--- src/rtl/estagio_busca.sv ---
// nRISC instruction-fetch stage: PC, instruction-memory handshake and FETCH/ISSUE/HALTED sequencing.
// Define FETCH_INSTR_COUNT_EN to build the saturating retired-instruction counter on instr_count.
module estagio_busca #(
    parameter int                  PC_WIDTH = 8,
    parameter logic [PC_WIDTH-1:0] RESET_PC = '0
) (
    input  logic                clk,
    input  logic                reset,
    output logic [PC_WIDTH-1:0] imem_addr,
    output logic                imem_rd,
    input  logic [7:0]          imem_data,
    input  logic                imem_valid,
    output logic [7:0]          Instr,
    output logic [2:0]          Opcode,
    output logic                Funct,
    output logic                instr_valid,
    input  logic                stall,
    input  logic                Branch,
    input  logic                Zero,
    input  logic                Jump,
    input  logic                Halt,
    input  logic [PC_WIDTH-1:0] Target,
    output logic                halted,
    output logic [15:0]         instr_count
);

    typedef enum logic [1:0] {
        FETCH  = 2'd0,
        ISSUE  = 2'd1,
        HALTED = 2'd2
    } state_t;

    state_t              r_state;
    state_t              w_next;
    logic [PC_WIDTH-1:0] r_pc;
    logic [PC_WIDTH-1:0] w_pc_next;
    logic [7:0]          r_instr;
    logic                w_accept;

    always_ff @(posedge clk) begin
        if (reset) begin
            r_state <= FETCH;
            r_pc    <= RESET_PC;
            r_instr <= 8'h00;
        end else begin
            r_state <= w_next;
            r_pc    <= w_pc_next;
            if (w_accept)
                r_instr <= imem_data;
        end
    end

    // Control inputs only matter on the retire cycle (ISSUE, not stalled); Halt leaves PC on the HALT word.
    always_comb begin
        w_next    = r_state;
        w_pc_next = r_pc;
        w_accept  = 1'b0;
        case (r_state)
            FETCH: begin
                if (imem_valid) begin
                    w_accept = 1'b1;
                    w_next   = ISSUE;
                end
            end
            ISSUE: begin
                if (!stall) begin
                    if (Halt) begin
                        w_next = HALTED;
                    end else begin
                        w_next = FETCH;
                        if (Jump || (Branch && Zero))
                            w_pc_next = Target;
                        else
                            w_pc_next = r_pc + {{(PC_WIDTH-1){1'b0}}, 1'b1};
                    end
                end
            end
            HALTED: begin
                w_next = HALTED;
            end
            default: begin
                w_next = FETCH;
            end
        endcase
    end

    assign imem_rd     = (r_state == FETCH) && !reset;
    assign imem_addr   = r_pc;
    assign Instr       = r_instr;
    assign Opcode      = r_instr[7:5];
    assign Funct       = r_instr[0];
    assign instr_valid = (r_state == ISSUE);
    assign halted      = (r_state == HALTED);

`ifdef FETCH_INSTR_COUNT_EN
    logic        w_retire;
    logic [15:0] r_count;

    assign w_retire = (r_state == ISSUE) && !stall;

    always_ff @(posedge clk) begin
        if (reset)
            r_count <= 16'h0000;
        else if (w_retire && (r_count != 16'hFFFF))
            r_count <= r_count + 16'd1;
    end

    assign instr_count = r_count;
`else
    assign instr_count = 16'h0000;
`endif

endmodule
--- config.mk ---
export PLATFORM = sky130hd
export DESIGN_NAME = estagio_busca
export DESIGN_NICKNAME = d
export VERILOG_FILES = /design/src/rtl/estagio_busca.sv
export SDC_FILE = /design/constraint.sdc
export NUM_CORES = 1
export LEC_CHECK = 0
export ABC_AREA = 1
export BUFFER_PORTS_ARGS = -buffer_cell sky130_fd_sc_hd__buf_2
export CAP_MARGIN = 10
export CORE_UTILIZATION = 48
export CTS_BUF_LIST = sky130_fd_sc_hd__clkbuf_8
export DETAILED_ROUTE_END_ITERATION = 6
export PLACE_DENSITY = 0.84
export SKIP_CTS_REPAIR_TIMING = 1
export SYNTH_ARGS = -nofsm -noshare
export SYNTH_HDL_FRONTEND = slang
export SYNTH_SLANG_ARGS = --single-unit
--- constraint.sdc ---
create_clock -name clk -period 1.6 [get_ports clk]
set_input_delay 0.16 -clock clk [delete_from_list [all_inputs] [get_ports clk]]
set_output_delay 0.16 -clock clk [all_outputs]
set_load 0.02 [all_outputs]
### After elaboration in Yosys (flattened, before gate mapping)

Cells that the tools add are included.

| cells by class | value |
|---|---|
| add/sub/neg operators | 1 |
| $mul | 0 |
| div/mod/pow operators | 0 |
| order comparisons | 0 |
| eq/ne operators | 4 |
| shift operators | 0 |
| muxes and demuxes | 7 |
| bitwise logic cells | 2 |
| reduce and logical (&&, ||, !) cells | 7 |

Operator list:

| operator | count |
|---|---|
| adder 8 x 1 -> 8 bit, second input constant | 1 |
| two-way mux 8 bit | 1 |
| two-way mux 2 bit | 3 |
| one-hot mux 2 bit (3 select lines) | 1 |
| inequality test 2 bit, second input constant | 2 |
| AND reduction 3 bit | 1 |
| == test 2 x 1 -> 1 bit, second input constant | 1 |
| == test 2 bit, second input constant | 1 |
| logical AND 1 bit | 2 |
| logical NOT 2 bit | 1 |
| two-way mux 1 bit | 2 |
| NOT 1 bit | 2 |
| AND reduction 2 bit | 1 |
| logical NOT 1 bit | 1 |
| logical OR 1 bit | 1 |

| storage, ports and cells | value |
|---|---|
| register bits after elaboration | 18 |
| latch bits | 0 |
| memory bits (writable) | 0 |
| memory bits (read-only) | 0 |
| input bits | 24 |
| output and inout bits | 39 |
| logic and storage cells | 24 |
| memories kept | 0 |

### Logic depth before layout (Yosys ltp)

| logic depth | value |
|---|---|
| word-level depth | 3 |
| mapped depth | 8 |
| depth with buffers taken out | 7 |

### Worst setup path after synthesis

OpenSTA, ideal clock, no wires.

| path | value |
|---|---|
| kind | register to register |
| from | reg r_pc[0] (netlist: imem_addr[0]) |
| to | reg r_pc[6] (netlist: imem_addr[6]) |
| setup time | 0.119 ns |
| arrival | 1.154 ns |
| setup slack | 0.327 ns |
| stages on the path, launching flop included | 7 |
| path through | dfxtp_1 -> ha_1 -> nand3_1 -> o21ai_0 -> nand3_1 -> nand2_1 -> a21oi_2 |

| between the ends | value |
|---|---|
| cells in the longest elaborated chain, start to end | 2 |

RTL lines:

| item | line | source |
|---|---|---|
| start, declared | 35 | `logic [PC_WIDTH-1:0] r_pc;` |
| start signal, assigned | 47 | `r_pc <= w_pc_next;` |
| adder 8 x 1 -> 8 bit | 74 | `w_pc_next = r_pc + {{(PC_WIDTH-1){1'b0}}, 1'b1};` |
| two-way mux 8 bit | 71 | `if (Jump \|\| (Branch && Zero))` |

Every way passes these cells.
A chain may end at the register's enable or synchronous reset.

### Worst setup path after layout

Ends and elaborated chain as after synthesis.

==> flow_metrics.tcl <==
set metrics [dict create \
    p_int_mw 0.719 \
    nFillCells 221 \
    postPlaceCellArea_um2 1210 \
    crit_slowest_cell "dfxtp_1" \
    grt_pass1_vias 865 \
    reg2regPathDepth 6 \
    syn_area_um2 1080 \
    cp-start-kind "flip-flop" \
    end_kind "flip-flop" \
    synthToLayoutAreaGrowth_pct 16.6 \
    overflow 0 \
    synthMuxAreaShare_pct 0 \
    utilization_pct 61.5 \
    period_minus_slack_ns 1.22 \
    drc 0 \
    seq_power_share_pct 47.8 \
    wl_per_cell_um 9.81 \
    fp.dieW_um 49.4 \
    dp_hpwl_mm 1.72 \
    routed_wl_mm 2.19 \
    htree_levels 1 \
    dieArea_um2 2440 \
    cts.sinks 18 \
    pin_count 63 \
    rrSetupSlack_ns 0.38 \
    finalPower_mw 1.04 \
    yosys.area_share.simple_pct 27.2 \
    swShare_pct 30.6 \
    seq_area_um2 360 \
    num_vias 1051 \
    slowest_delay_ns 0.42 \
    cts_tree "yes" \
    path_max_fanout 6 \
    fin_area_um2 1260 \
    grt_usage_pct 18.5 \
    netlist_top_cells_area "dfxtp_1 33%, buf_4 14%, nand2_1 9.4%, nor2_1 9.1%, o21ai_0 7.4%" \
    synth-compound-area-share_pct 15.6 \
    powerDensity_nw_per_um2 825 \
    antenna_found_initial 0 \
    rsz0062_at_grt "no" \
    cts.clk_slew.worst_paths_ns 0.06 \
    yosysSeqAreaShare_pct 33.4 \
    synth_top_family_by_area "simple AND/OR/NAND/NOR gates" \
    routed_via_density 4.71 \
    drt_iter0_drc 15 \
    grt_pass1_wl_mm 3.53 \
    avgSynthCellArea_um2 6.91 \
    skew_ns 0.00242 \
    switchingPower_mw 0.318 \
    critPathKind "flip-flop to flip-flop" \
    pwr-share-comb_pct 23.9 \
    multi_input_comb_area_um2 542 \
    clock_path_buffers 2 \
    path_cells "ha_1, nand3_1, o21ai_0, nand3_1, nand2_1, a21oi_2" \
    synth_cells 156 \
    firstDrtPassIters 4 \
    finalCritPeriodShare_pct 76.1 \
    synth_top_area_cell "dfxtp_1" \
    crit_top_cell "nand3_1" \
    ys_warn_count 0 \
    numCtsBuffers 3 \
    hold_class "input port to flip-flop" \
    required_ns 1.73 \
    max_cap_violations 0 \
    yosys.area_share.adder_pct 1.16 \
    place_congestion 0.802 \
    p_leak_nw 0.642 \
    hold_viol_final 0 \
    worstPathArrival_ns 1.35 \
    core_region_area_um2 2040 \
    start_util_pct 52.8 \
    grt_max_degree 15 \
    synth-seq-cells 18 \
    io_buffer_count 46 \
    timing.rr.start "imem_addr[0]" \
    worstSetupStartpoint "imem_addr[0]" \
    pwr-share-clk_pct 28.3 \
    r2r-end "imem_addr[6]" \
    fin_nets 223 \
    fmax_ghz 0.822 \
    fp-row-count 16 \
    maxSlewViolCount 0 \
    ant_nets 0 \
    drive_gt1_share_pct 32.1 \
    setup_viol 0 \
    fp.dieH_um 49.4 \
    crit_end "imem_addr[6]" \
    tns_ns 0 \
    vdd_ir_drop_max_mv 0.455 \
    clkLatencyLatePin_ns 0.24 \
    outcome "finished clean" \
    cts_root_buffer "clkbuf_8" \
    netlist-cell-type-count 22 \
    synth-xor-area-share_pct 0.813 \
    n_antenna_cell 0 \
    synth_top_area_share_pct 33.4 \
]
worst min-delay path by stage:
stage	start	end	cells after the start
2_1_floorplan	Halt	r_state[1]	2
3_3_place_gp	imem_data[4]	Instr[4]	3
3_5_place_dp	imem_data[3]	Instr[3]	3
4_1_cts	imem_data[3]	Instr[3]	3
5_1_grt	imem_data[1]	Instr[1]	3
6_report	imem_data[3]	Instr[3]	3
cell families after synthesis:
group,after synthesis
simple gates,68
buf+inv,37
fa+ha+maj,1
flops,18
other cells,1
xor+xnor,1
compound gates,30
critical path, delay by kind of cell (launching register included):
kind                       cells  cell delay [ns]
DFF                            1             0.42
and+or+nand+nor                3             0.28
adders and majority gates      1             0.21
AOI/OAI and AO/OA              2             0.20
cell usage in the layout, fill, tap and decap left out, types with 3 or more instances in the layout:
| cell | netlist | layout |
|---|---|---|
| inv_2 | 3 | 3 |
| a21oi_1 | 8 | 8 |
| conb_1 | 1 | 16 |
| buf_2 | 2 | 46 |
| nand3_1 | 8 | 8 |
| dfxtp_1 | 18 | 18 |
| nand2_1 | 27 | 27 |
| o21ai_0 | 16 | 16 |
| a21oi_2 | 4 | 4 |
| nor2_2 | 4 | 4 |
| nor2_1 | 26 | 26 |
| inv_1 | 9 | 9 |
| clkbuf_8 | 0 | 3 |
state kept, by name (all words and copies together) (netlist names):
| register | cells |
|---|---|
| Instr | 8 |
| imem_addr | 8 |
| r_state | 2 |
Yosys cell counts:
library cell  number
nand2_1           27
nor2_1            26
buf_4             20
dfxtp_1           18
o21ai_0           16
inv_1              9
a21oi_1            8
nand3_1            8
a21oi_2            4
nor2_2             4
inv_2              3
buf_2              2
buf_6              2
a211oi_1           1
clkinv_1           1
conb_1             1
ha_1               1
nand2_2            1
nand2_4            1
nor2_4             1
o21ai_1            1
xor2_1             1
routing by layer:
layer	global-route usage (%)	share of wire, %
met5	0	0
met3	3.12	6.4
met1	23.4	46
met2	31.7	48
met4	5.71	0.37
power by group through the flow:
stage / combinational (mW) / sequential (mW) / clock (mW)
6_report: 0.248 / 0.495 / 0.293
5_1_grt: 0.273 / 0.499 / 0.329
4_1_cts: 0.249 / 0.495 / 0.303
3_5_place_dp: 0.248 / 0.505 / 0
3_3_place_gp: 0.242 / 0.502 / 0
2_1_floorplan: 0.187 / 0.532 / 0
metrics by stage:
step / cells / hold slack (ns) / worst slack [ns]
floorplan: 171 / 0.306 / 0.327
global placement: 220 / 0.414 / 0.448
detailed placement: 220 / 0.428 / 0.387
CTS: 223 / 0.178 / 0.376
global route: 223 / 0.190 / 0.233
finish: 223 / 0.178 / 0.383
area by class of cell:
class / instances / area share, %
inverter: 13 / 3.88
multi-input combinational: 116 / 43.1
clock buffer: 3 / 3.29
tap: 27 / 2.69
timing repair buffer: 46 / 18.3
sequential: 18 / 28.7
No activity file was read; power rests on OpenSTA's default activity.
